==> config.mk <==
export PLATFORM = sky130hd
export DESIGN_NAME = sdram_arb2_flat
export DESIGN_NICKNAME = d
export VERILOG_FILES = /design/src/rtl/sdram_arb2_if.sv /design/src/rtl/sdram_arb2.sv /design/src/flat_wrapper.sv
export SDC_FILE = /design/constraint.sdc
export NUM_CORES = 1
export LEC_CHECK = 0
export ABC_AREA = 1
export CORE_AREA = 2 2 97 76
export DETAILED_ROUTE_END_ITERATION = 12
export DIE_AREA = 0 0 99 78
export MAX_ROUTING_LAYER = met4
export PLACE_DENSITY = 0.79
export SLEW_MARGIN = 20
export SYNTH_ARGS = -nofsm -noshare
export SYNTH_HDL_FRONTEND = slang
export SYNTH_SLANG_ARGS = --single-unit
==> constraint.sdc <==
create_clock -name clk_clk -period 3.2 [get_ports clk_clk]
set_input_delay 0.32 -clock clk_clk [delete_from_list [all_inputs] [get_ports clk_clk]]
set_output_delay 0.32 -clock clk_clk [all_outputs]
set_load 0.02 [all_outputs]
==> src/rtl/sdram_arb2_if.sv <==
// Bus bundle between two requesters, the arbiter and the SDRAM controller slave.
// The slave modport is the arbiter's view; the master modport is the surrounding system.
// Requester ports use Avalon-MM naming: waitrequest stalls the command, readdatavalid marks data.
interface sdram_arb2_if #(
  parameter int ADDR_W = 24,
  parameter int DATA_W = 16
);
  logic [ADDR_W-1:0]   s0_address,   s1_address;
  logic                s0_read,      s1_read;
  logic                s0_write,     s1_write;
  logic [DATA_W-1:0]   s0_writedata, s1_writedata;
  logic [DATA_W/8-1:0] s0_byteenable, s1_byteenable;
  logic                s0_waitrequest, s1_waitrequest;
  logic [DATA_W-1:0]   s0_readdata,  s1_readdata;
  logic                s0_readdatavalid, s1_readdatavalid;

  logic [ADDR_W-1:0]   m_address;
  logic                m_read, m_write;
  logic [DATA_W-1:0]   m_writedata;
  logic [DATA_W/8-1:0] m_byteenable;
  logic                m_waitrequest;
  logic [DATA_W-1:0]   m_readdata;
  logic                m_readdatavalid;

  modport slave (
    input  s0_address, s0_read, s0_write, s0_writedata, s0_byteenable,
    input  s1_address, s1_read, s1_write, s1_writedata, s1_byteenable,
    output s0_waitrequest, s0_readdata, s0_readdatavalid,
    output s1_waitrequest, s1_readdata, s1_readdatavalid,
    output m_address, m_read, m_write, m_writedata, m_byteenable,
    input  m_waitrequest, m_readdata, m_readdatavalid
  );

  modport master (
    output s0_address, s0_read, s0_write, s0_writedata, s0_byteenable,
    output s1_address, s1_read, s1_write, s1_writedata, s1_byteenable,
    input  s0_waitrequest, s0_readdata, s0_readdatavalid,
    input  s1_waitrequest, s1_readdata, s1_readdatavalid,
    input  m_address, m_read, m_write, m_writedata, m_byteenable,
    output m_waitrequest, m_readdata, m_readdatavalid
  );
endinterface

==> src/rtl/sdram_arb2.sv <==
// Two-requester round-robin arbiter in front of a pipelined SDRAM controller slave.
// Latency: command passes combinationally once granted (grant takes one cycle from IDLE); read data zero added latency.
// Backpressure: m_waitrequest and a full read-tag FIFO both hold the owner via its waitrequest.
module sdram_arb2 #(
  parameter int ADDR_W   = 24,
  parameter int DATA_W   = 16,
  parameter int MAX_PEND = 8
) (
  input  logic                       clk_clk,
  input  logic                       reset_reset,
  sdram_arb2_if.slave                bus,
  output logic [$clog2(MAX_PEND):0]  pend_count,
  output logic                       err_underflow
);
  localparam int PW = $clog2(MAX_PEND);
  localparam int CW = PW + 1;

  typedef enum logic [1:0] {IDLE, OWN0, OWN1} state_t;

  state_t          state;
  logic            last_served;
  logic [MAX_PEND-1:0] tag_mem;
  logic [PW-1:0]   wr_ptr, rd_ptr;
  logic [CW-1:0]   count;

  logic req0, req1, own_sel, own_active;
  logic sel_read, sel_write;
  logic fifo_full, fifo_empty, pop, push, accept, head;

  assign req0       = bus.s0_read | bus.s0_write;
  assign req1       = bus.s1_read | bus.s1_write;
  assign own_active = (state != IDLE);
  assign own_sel    = (state == OWN1);

  assign sel_read   = own_sel ? bus.s1_read  : bus.s0_read;
  assign sel_write  = own_sel ? bus.s1_write : bus.s0_write;

  assign fifo_empty = (count == '0);
  assign fifo_full  = (count == CW'(MAX_PEND));
  assign pop        = bus.m_readdatavalid & ~fifo_empty;
  assign head       = tag_mem[rd_ptr];

  // Command mux: the owner's bus goes straight through; strobes are gated
  // so nothing reaches the controller while idle. A pop in the same cycle
  // frees a slot, so a full FIFO only stalls reads when nothing is returning.
  always_comb begin
    bus.m_address    = own_sel ? bus.s1_address    : bus.s0_address;
    bus.m_writedata  = own_sel ? bus.s1_writedata  : bus.s0_writedata;
    bus.m_byteenable = own_sel ? bus.s1_byteenable : bus.s0_byteenable;
    bus.m_write      = own_active & sel_write;
    bus.m_read       = own_active & sel_read & ~sel_write & ~(fifo_full & ~pop);
  end

  assign accept = (bus.m_read | bus.m_write) & ~bus.m_waitrequest;
  assign push   = accept & bus.m_read;

  assign bus.s0_waitrequest = ~(accept & (state == OWN0));
  assign bus.s1_waitrequest = ~(accept & (state == OWN1));

  // Read data is broadcast; only the valid strobe follows the head tag.
  assign bus.s0_readdata      = bus.m_readdata;
  assign bus.s1_readdata      = bus.m_readdata;
  assign bus.s0_readdatavalid = pop & ~head;
  assign bus.s1_readdatavalid = pop &  head;

  assign pend_count = count;

  // Grant FSM: round-robin on ties, hand over directly on acceptance,
  // drop back to IDLE if the owner withdraws its strobe.
  always_ff @(posedge clk_clk) begin
    if (reset_reset) begin
      state       <= IDLE;
      last_served <= 1'b1;
    end else begin
      case (state)
        IDLE: begin
          if (req0 && req1) state <= last_served ? OWN0 : OWN1;
          else if (req0)    state <= OWN0;
          else if (req1)    state <= OWN1;
        end
        OWN0: begin
          if (accept) begin
            last_served <= 1'b0;
            state       <= req1 ? OWN1 : IDLE;
          end else if (!req0) begin
            state <= IDLE;
          end
        end
        OWN1: begin
          if (accept) begin
            last_served <= 1'b1;
            state       <= req0 ? OWN0 : IDLE;
          end else if (!req1) begin
            state <= IDLE;
          end
        end
        default: state <= IDLE;
      endcase
    end
  end

  // Tag FIFO of owner ids for outstanding reads, plus the sticky underflow flag.
  always_ff @(posedge clk_clk) begin
    if (reset_reset) begin
      wr_ptr        <= '0;
      rd_ptr        <= '0;
      count         <= '0;
      err_underflow <= 1'b0;
    end else begin
      if (push) begin
        tag_mem[wr_ptr] <= own_sel;
        wr_ptr          <= wr_ptr + PW'(1);
      end
      if (pop) rd_ptr <= rd_ptr + PW'(1);
      case ({push, pop})
        2'b10:   count <= count + CW'(1);
        2'b01:   count <= count - CW'(1);
        default: count <= count;
      endcase
      if (bus.m_readdatavalid && fifo_empty) err_underflow <= 1'b1;
    end
  end
endmodule

==> src/flat_wrapper.sv <==
// flat-port wrapper written by rule: the top's interface ports become plain ports
module sdram_arb2_flat 
#(
  parameter int ADDR_W   = 24,
  parameter int DATA_W   = 16,
  parameter int MAX_PEND = 8
)
  (clk_clk, reset_reset, pend_count, err_underflow, bus_s0_address, bus_s0_read, bus_s0_write, bus_s0_writedata, bus_s0_byteenable, bus_s1_address, bus_s1_read, bus_s1_write, bus_s1_writedata, bus_s1_byteenable, bus_s0_waitrequest, bus_s0_readdata, bus_s0_readdatavalid, bus_s1_waitrequest, bus_s1_readdata, bus_s1_readdatavalid, bus_m_address, bus_m_read, bus_m_write, bus_m_writedata, bus_m_byteenable, bus_m_waitrequest, bus_m_readdata, bus_m_readdatavalid);
  sdram_arb2_if #(.ADDR_W(ADDR_W), .DATA_W(DATA_W)) bus_i ();
  input  logic clk_clk;
  input  logic reset_reset;
  output logic [$clog2(MAX_PEND):0] pend_count;
  output logic err_underflow;
  input wire logic [$bits(bus_i.s0_address)-1:0] bus_s0_address;
  input wire logic [$bits(bus_i.s0_read)-1:0] bus_s0_read;
  input wire logic [$bits(bus_i.s0_write)-1:0] bus_s0_write;
  input wire logic [$bits(bus_i.s0_writedata)-1:0] bus_s0_writedata;
  input wire logic [$bits(bus_i.s0_byteenable)-1:0] bus_s0_byteenable;
  input wire logic [$bits(bus_i.s1_address)-1:0] bus_s1_address;
  input wire logic [$bits(bus_i.s1_read)-1:0] bus_s1_read;
  input wire logic [$bits(bus_i.s1_write)-1:0] bus_s1_write;
  input wire logic [$bits(bus_i.s1_writedata)-1:0] bus_s1_writedata;
  input wire logic [$bits(bus_i.s1_byteenable)-1:0] bus_s1_byteenable;
  output wire logic [$bits(bus_i.s0_waitrequest)-1:0] bus_s0_waitrequest;
  output wire logic [$bits(bus_i.s0_readdata)-1:0] bus_s0_readdata;
  output wire logic [$bits(bus_i.s0_readdatavalid)-1:0] bus_s0_readdatavalid;
  output wire logic [$bits(bus_i.s1_waitrequest)-1:0] bus_s1_waitrequest;
  output wire logic [$bits(bus_i.s1_readdata)-1:0] bus_s1_readdata;
  output wire logic [$bits(bus_i.s1_readdatavalid)-1:0] bus_s1_readdatavalid;
  output wire logic [$bits(bus_i.m_address)-1:0] bus_m_address;
  output wire logic [$bits(bus_i.m_read)-1:0] bus_m_read;
  output wire logic [$bits(bus_i.m_write)-1:0] bus_m_write;
  output wire logic [$bits(bus_i.m_writedata)-1:0] bus_m_writedata;
  output wire logic [$bits(bus_i.m_byteenable)-1:0] bus_m_byteenable;
  input wire logic [$bits(bus_i.m_waitrequest)-1:0] bus_m_waitrequest;
  input wire logic [$bits(bus_i.m_readdata)-1:0] bus_m_readdata;
  input wire logic [$bits(bus_i.m_readdatavalid)-1:0] bus_m_readdatavalid;
  assign bus_i.s0_address = bus_s0_address;
  assign bus_i.s0_read = bus_s0_read;
  assign bus_i.s0_write = bus_s0_write;
  assign bus_i.s0_writedata = bus_s0_writedata;
  assign bus_i.s0_byteenable = bus_s0_byteenable;
  assign bus_i.s1_address = bus_s1_address;
  assign bus_i.s1_read = bus_s1_read;
  assign bus_i.s1_write = bus_s1_write;
  assign bus_i.s1_writedata = bus_s1_writedata;
  assign bus_i.s1_byteenable = bus_s1_byteenable;
  assign bus_s0_waitrequest = bus_i.s0_waitrequest;
  assign bus_s0_readdata = bus_i.s0_readdata;
  assign bus_s0_readdatavalid = bus_i.s0_readdatavalid;
  assign bus_s1_waitrequest = bus_i.s1_waitrequest;
  assign bus_s1_readdata = bus_i.s1_readdata;
  assign bus_s1_readdatavalid = bus_i.s1_readdatavalid;
  assign bus_m_address = bus_i.m_address;
  assign bus_m_read = bus_i.m_read;
  assign bus_m_write = bus_i.m_write;
  assign bus_m_writedata = bus_i.m_writedata;
  assign bus_m_byteenable = bus_i.m_byteenable;
  assign bus_i.m_waitrequest = bus_m_waitrequest;
  assign bus_i.m_readdata = bus_m_readdata;
  assign bus_i.m_readdatavalid = bus_m_readdatavalid;
  sdram_arb2 #(.ADDR_W(ADDR_W), .DATA_W(DATA_W), .MAX_PEND(MAX_PEND)) u_core (.clk_clk(clk_clk), .reset_reset(reset_reset), .bus(bus_i), .pend_count(pend_count), .err_underflow(err_underflow));
endmodule
Word level (Yosys, flattened, before mapping)
Cells that the tools add are included.

word-level totals
  register bits after elaboration = 22
  output and inout bits = 85
  logic and storage cells = 84

cells by class
  bitwise logic cells = 24
  equal/unequal tests = 10
  reductions and logical operators = 11
  order comparisons = 3
  mux-type cells = 25
  $add $sub $neg = 4

operators with widths
  cell                                                        number
  2-to-1 mux 24 bit                                           1
  2-to-1 mux 2 bit                                            10
  2-to-1 mux 16 bit                                           1
  AND 1 bit                                                   12
  inverter 1 bit                                              9
  bitwise mux 8 bit                                           1
  less-than comparator 3 x 4 -> 1 bit, second input constant  2
  one-hot mux 4 bit (2 select lines)                          1
  2-to-1 mux 1 bit                                            7
  adder 3 x 1 -> 3 bit, second input constant                 2
  != test 3 bit, second input constant                        2
  one-hot mux 2 bit (3 select lines)                          1
  AND reduction 3 bit                                         2
  nonzero test 2 bit                                          3
  adder 4 x 1 -> 4 bit, second input constant                 1
  equality test 2 x 1 -> 1 bit, second input constant         2
  equality test 2 bit, second input constant                  2
  equality test 4 bit, second input constant                  1
  zero test 4 bit                                             1
  != test 4 x 1 -> 1 bit, second input constant               1
  subtractor 4 x 1 -> 4 bit, second input constant            1
  binary-select mux 1 bit (select 3 bit)                      1
  demux 1 bit (select 3 bit)                                  1
  >= comparator 3 x 1 -> 1 bit, second input constant         1
  7 further kinds                                             11

Logic depth before layout (Yosys ltp)
  word-level depth = 12
  mapped depth = 15

Least setup slack after synthesis
OpenSTA, ideal clock, no wires.

  kind = register to register
  start = reg u_core.state[0]
  end = reg u_core.count[3], in the netlist u_core.pend_count[3]
  library setup time = 0.122 ns
  arrival time = 2.395 ns
  stages on the path, launching flop included = 16
  path slack = 0.683 ns
  data required time = 3.078 ns
  path buffers = 0
  cell sequence = dfxtp_1 -> inv_1 -> ha_1 -> inv_2 -> nand2_2 -> nand2_1 -> nor2_4 -> nand4_4 -> ha_1 -> ha_1 -> a21oi_1 -> nand2_1 -> a21oi_1 -> o21ai_0 -> o21ai_0 -> a21oi_1

between the ends
  longest elaborated chain between the ends = 10
  elaborated cells between the ends (all ways) = 16
  those cells by class = eq/ne (3); mux (3); bitwise (8); reduce/logical (2)

ends and longest elaborated chain
  item                                                                      RTL line                            source
  from (decl)                                                               sdram_arb2.sv:20                    state_t state;
  from (signal assigned)                                                    sdram_arb2.sv:77                    if (req0 && req1) state <= last_served ? OWN0 : OWN1;
  from (signal assigned)                                                    sdram_arb2.sv:84                    state <= req1 ? OWN1 : IDLE;
  from (signal assigned)                                                    sdram_arb2.sv:92                    state <= req0 ? OWN0 : IDLE;
  equality test 2 bit (*)                                                   sdram_arb2.sv:33                    assign own_sel = (state == OWN1);
  named net u_core.own_sel                                                  sdram_arb2.sv:26                    logic req0, req1, own_sel, own_active;
  2-to-1 mux 1 bit, on equally long branches                                sdram_arb2.sv:35, sdram_arb2.sv:36
  AND 1 bit or inverter 1 bit (tied branches)                               sdram_arb2.sv:51                    bus.m_read = own_active & sel_read & ~sel_write & ~(fifo_full & ~pop);
  AND 1 bit (2 in a row)                                                    sdram_arb2.sv:51
  bitwise OR 1 bit                                                          sdram_arb2.sv:54                    assign accept = (bus.m_read | bus.m_write) & ~bus.m_waitrequest;
  AND 1 bit                                                                 sdram_arb2.sv:54
  AND 1 bit (*)                                                             sdram_arb2.sv:55                    assign push = accept & bus.m_read;
  equality test 2 x 1 -> 1 bit or equality test 2 bit (tied branches)       sdram_arb2.sv:115                   case ({push, pop})
  one-hot mux 4 bit (2 select lines) or nonzero test 2 bit (tied branches)  n/a
  to (signal assigned)                                                      sdram_arb2.sv:116                   2'b10: count <= count + CW'(1);
  to (signal assigned)                                                      sdram_arb2.sv:117                   2'b01: count <= count - CW'(1);
  to (signal assigned)                                                      sdram_arb2.sv:118                   default: count <= count;
  to (decl)                                                                 sdram_arb2.sv:24                    logic [CW-1:0] count;

The timed path passes the listed nets; every way through them passes the cells marked *.
A chain may end at the register's enable or synchronous reset.

Worst setup path in the final report
Ends and elaborated chain as after synthesis.

==> key figures <==
GRT
  – GRT Total Usage: 0.1771
  – Initial antenna violation count: 0
  – Met2 GRT Util: 0.2932
  – Gr busiest metal: met2
  – Met3 Use GR: 0.05856
  – Largest net degree at the start of global routing: 31
  – First-pass GRT wire length: 10950 um
  – M1 GR Usage: 0.2169
  – Vias in the first global route: 2334
  – Aggregate global routing overflow: 0

Final layout
  – Layout cells sized above 1: 0.03653
  – Area Overhead vs Synth: 66.79%
  – Post-Layout Cell Count: 522
  – Cell area after layout: 3381 sq um
  – Final #Nets: 557
  – Commonest non-fill, non-tap cells in the layout: nand2_1 (151), clkdlybuf4s50_1 (144), nor2_1 (26)
  – Most common cell after layout, fill and taps aside: nand2_1
  – Diode count: 0
  – Final Util: 0.5069

Worst setup path
  – Critical path arrival: 3.03 ns
  – CP delay by family, top: adder cells
  – Worst Path Required: 3.35 ns
  – Critical Path Max Stage Delay: 0.34 ns
  – CP max stage cell: ha_1
  – Crit path launch type: flip-flop
  – Critical Path Fanout Max: 21
  – Critical path type: flip-flop to flip-flop
  – CP endpoint kind: flip-flop
  – WP buf/inv: 2
  – Cells along the critical path: inv_1, ha_2, buf_4, nand2_1, nand2_1, nand4_4, ha_1, ha_1, a21oi_1, nand2_1, a21oi_1, o21ai_0, o21ai_0, a21oi_1

Logic synthesis
  – Register area share after synthesis: 0.2568
  – Number of synthesized flops with an enable pin: 8
  – Yosys warns: 0
  – Primary FF master, synth: dfxtp_1
  – Synth unique cells: 27
  – Post-Syn Area: 2027 sq um
  – Avg Cell Area, Syn: 6.142 sq um
  – Synth Instances: 330
  – Post-Syn Nets: 448
  – Synth Register Bits: 22
  – Asr flop ratio synth: 0

STA
  – Highest clock rate: 348.4 MHz
  – Skew final: 0.006622 ns
  – Final hold viol count: 0
  – Fin. max-slew vios: 0
  – Setup violators final: 0
  – Minimum clock period: 2.870 ns
  – Period utilization: 0.8970
  – Hold slack: 0.4567 ns
  – Total Neg Setup Slack: 0 ns
  – RSZ-0062 raised after global routing: false
  – Worst-Margin Slew: 0.4339 ns
  – Rel. slew slack: 0.7104

Power
  – Switch Pwr: 1.137 mW
  – Sequential Power Share: 0.171
  – Static Leakage: 1.512 nW
  – Combinational power share: 0.721
  – Switching share of power: 0.4692
  – Internal power: 1.286 mW
  – Max VDD drop: 0.3754 mV
  – Clock share of power: 0.108
  – PwrDens: 716.6 nW/um^2

Place
  – Dpl cell area: 3309 sq um
  – Placed wire-length estimate: 5537 um
  – PortBufs: 144
  – Cell Count Post-Placement: 518
  – GP Congestion: 0.8918

Clock tree
  – CTS Buf Count: 3
  – CTS Sinks: 22
  – Setup Buffers After CTS: 0
  – H-tree depth: 1
  – Worst skew pair latency: 0.26 ns
  – Post_cts resized: 0
  – Clock-pin slew on the worst setup and hold paths: 0.09 ns
  – Clock buffer depth: 2
  – Post-CTS Hold Buffers: 0
  – CTS tree: done
  – Clock root buffer: clkbuf_8

Detailed routing
  – Initial DRC Count: 156
  – DRC Markers: 0
  – Via count: 2417
  – Wire per inst: 13.05 um
  – Final WL: 6813 um
  – DRT antenna net count: 0
  – TritonRoute pass-1 iters: 4
  – Avg Vias per Cell: 4.630

Status
  – Status: finished clean

Floorplanning
  – # IOs: 193
  – Die H: 78 um
  – Core ar.: 6669 sq um
  – Initial core utilization: 0.3039
  – DIE WIDTH: 99 um
  – Core Rows: 26
  – Die Area: 7722 sq um

Run
  – Max cap viols: 0

Min path
  – Worst min-delay path category: flip-flop to flip-flop
## layer usage
metal  vias up  wire length (um)
li1       1218                 -
met5         -                 0
met4         0                72
met2       131              3219
met1      1060              2859
met3         8               662
## cell type report
class | instances | area, sq um
fillers | 628 | 3288
repair buffers | 147 | 1464
multi-input cells | 243 | 1137
flip-flops and latches | 22 | 520.5
well taps | 84 | 105.1
inverters | 22 | 82.58
clock buffers | 3 | 41.29
clock inverters | 1 | 30.03
## worst reg2reg max path: stages (launching register included)
cell     delay (ns)
dfxtp_1        0.33
inv_1          0.10
ha_2           0.30
buf_4          0.27
nand2_1        0.07
nand2_1        0.15
nand4_4        0.19
ha_1           0.31
ha_1           0.34
a21oi_1        0.16
nand2_1        0.08
a21oi_1        0.11
o21ai_0        0.12
o21ai_0        0.17
a21oi_1        0.06
## cell usage after synthesis (3+ instances only)
library cell    n  share of area
nor2_1         26          0.048
nand3_1        11          0.027
nand2_1       151           0.28
nand2_2         3         0.0093
clkbuf_1       10          0.019
dfxtp_1        14           0.14
a21oi_1        14          0.035
ha_1            9          0.056
o21ai_0        12          0.030
inv_1          21          0.039
buf_4          32           0.12
edfxtp_1        8           0.12
nand4_1         3         0.0093
## registers in the layout, summed over array words and instances, names as in the netlist
signal                count
u_core.tag_mem            8
u_core.state              2
u_core.pend_count         4
u_core.err_underflow      1
u_core.last_served        1
u_core.rd_ptr             3
u_core.wr_ptr             3
## cells by family (layout without fill, tap and decap cells)
logic type	after synthesis	in the layout	share of synthesized area
AO/OA/AOI/OAI	30	30	0.07902
XOR/XNOR	1	1	0.004322
adder cells (fa/ha/maj)	10	10	0.06543
buffers and inverters	65	173	0.1833
flip-flops	22	22	0.2568
multiplexers	1	1	0.004938
AND/OR/NAND/NOR	201	201	0.4062
## power groups by stage
stage,sequential [mW],clock (mW),combinational (mW)
6_report,0.414,0.262,1.75
5_1_grt,0.426,0.274,1.91
4_1_cts,0.414,0.267,1.76
3_5_place_dp,0.420,0,1.74
3_3_place_gp,0.416,0,1.71
2_1_floorplan,0.429,0,1.03
## worst paths after layout
kind	from	to	slack [ns]	depth (start not counted)
worst min-delay path	u_core.err_underflow	u_core.err_underflow	0.46	2
worst max register to register	u_core.state[0]	u_core.pend_count[3]	0.33	14
worst min register to register	u_core.err_underflow	u_core.err_underflow	0.46	2
worst max-delay path	u_core.state[0]	u_core.pend_count[3]	0.33	14
## metrics by stage
step	total power, mW	setup WS (ns)
after global placement	2.129	0.5010
after floorplan	1.458	0.6825
after CTS	2.438	0.3474
final	2.423	0.3295
after detailed placement	2.159	0.3488
after global routing	2.606	0.06475
Note: power is estimated with default switching activity, not from simulation.
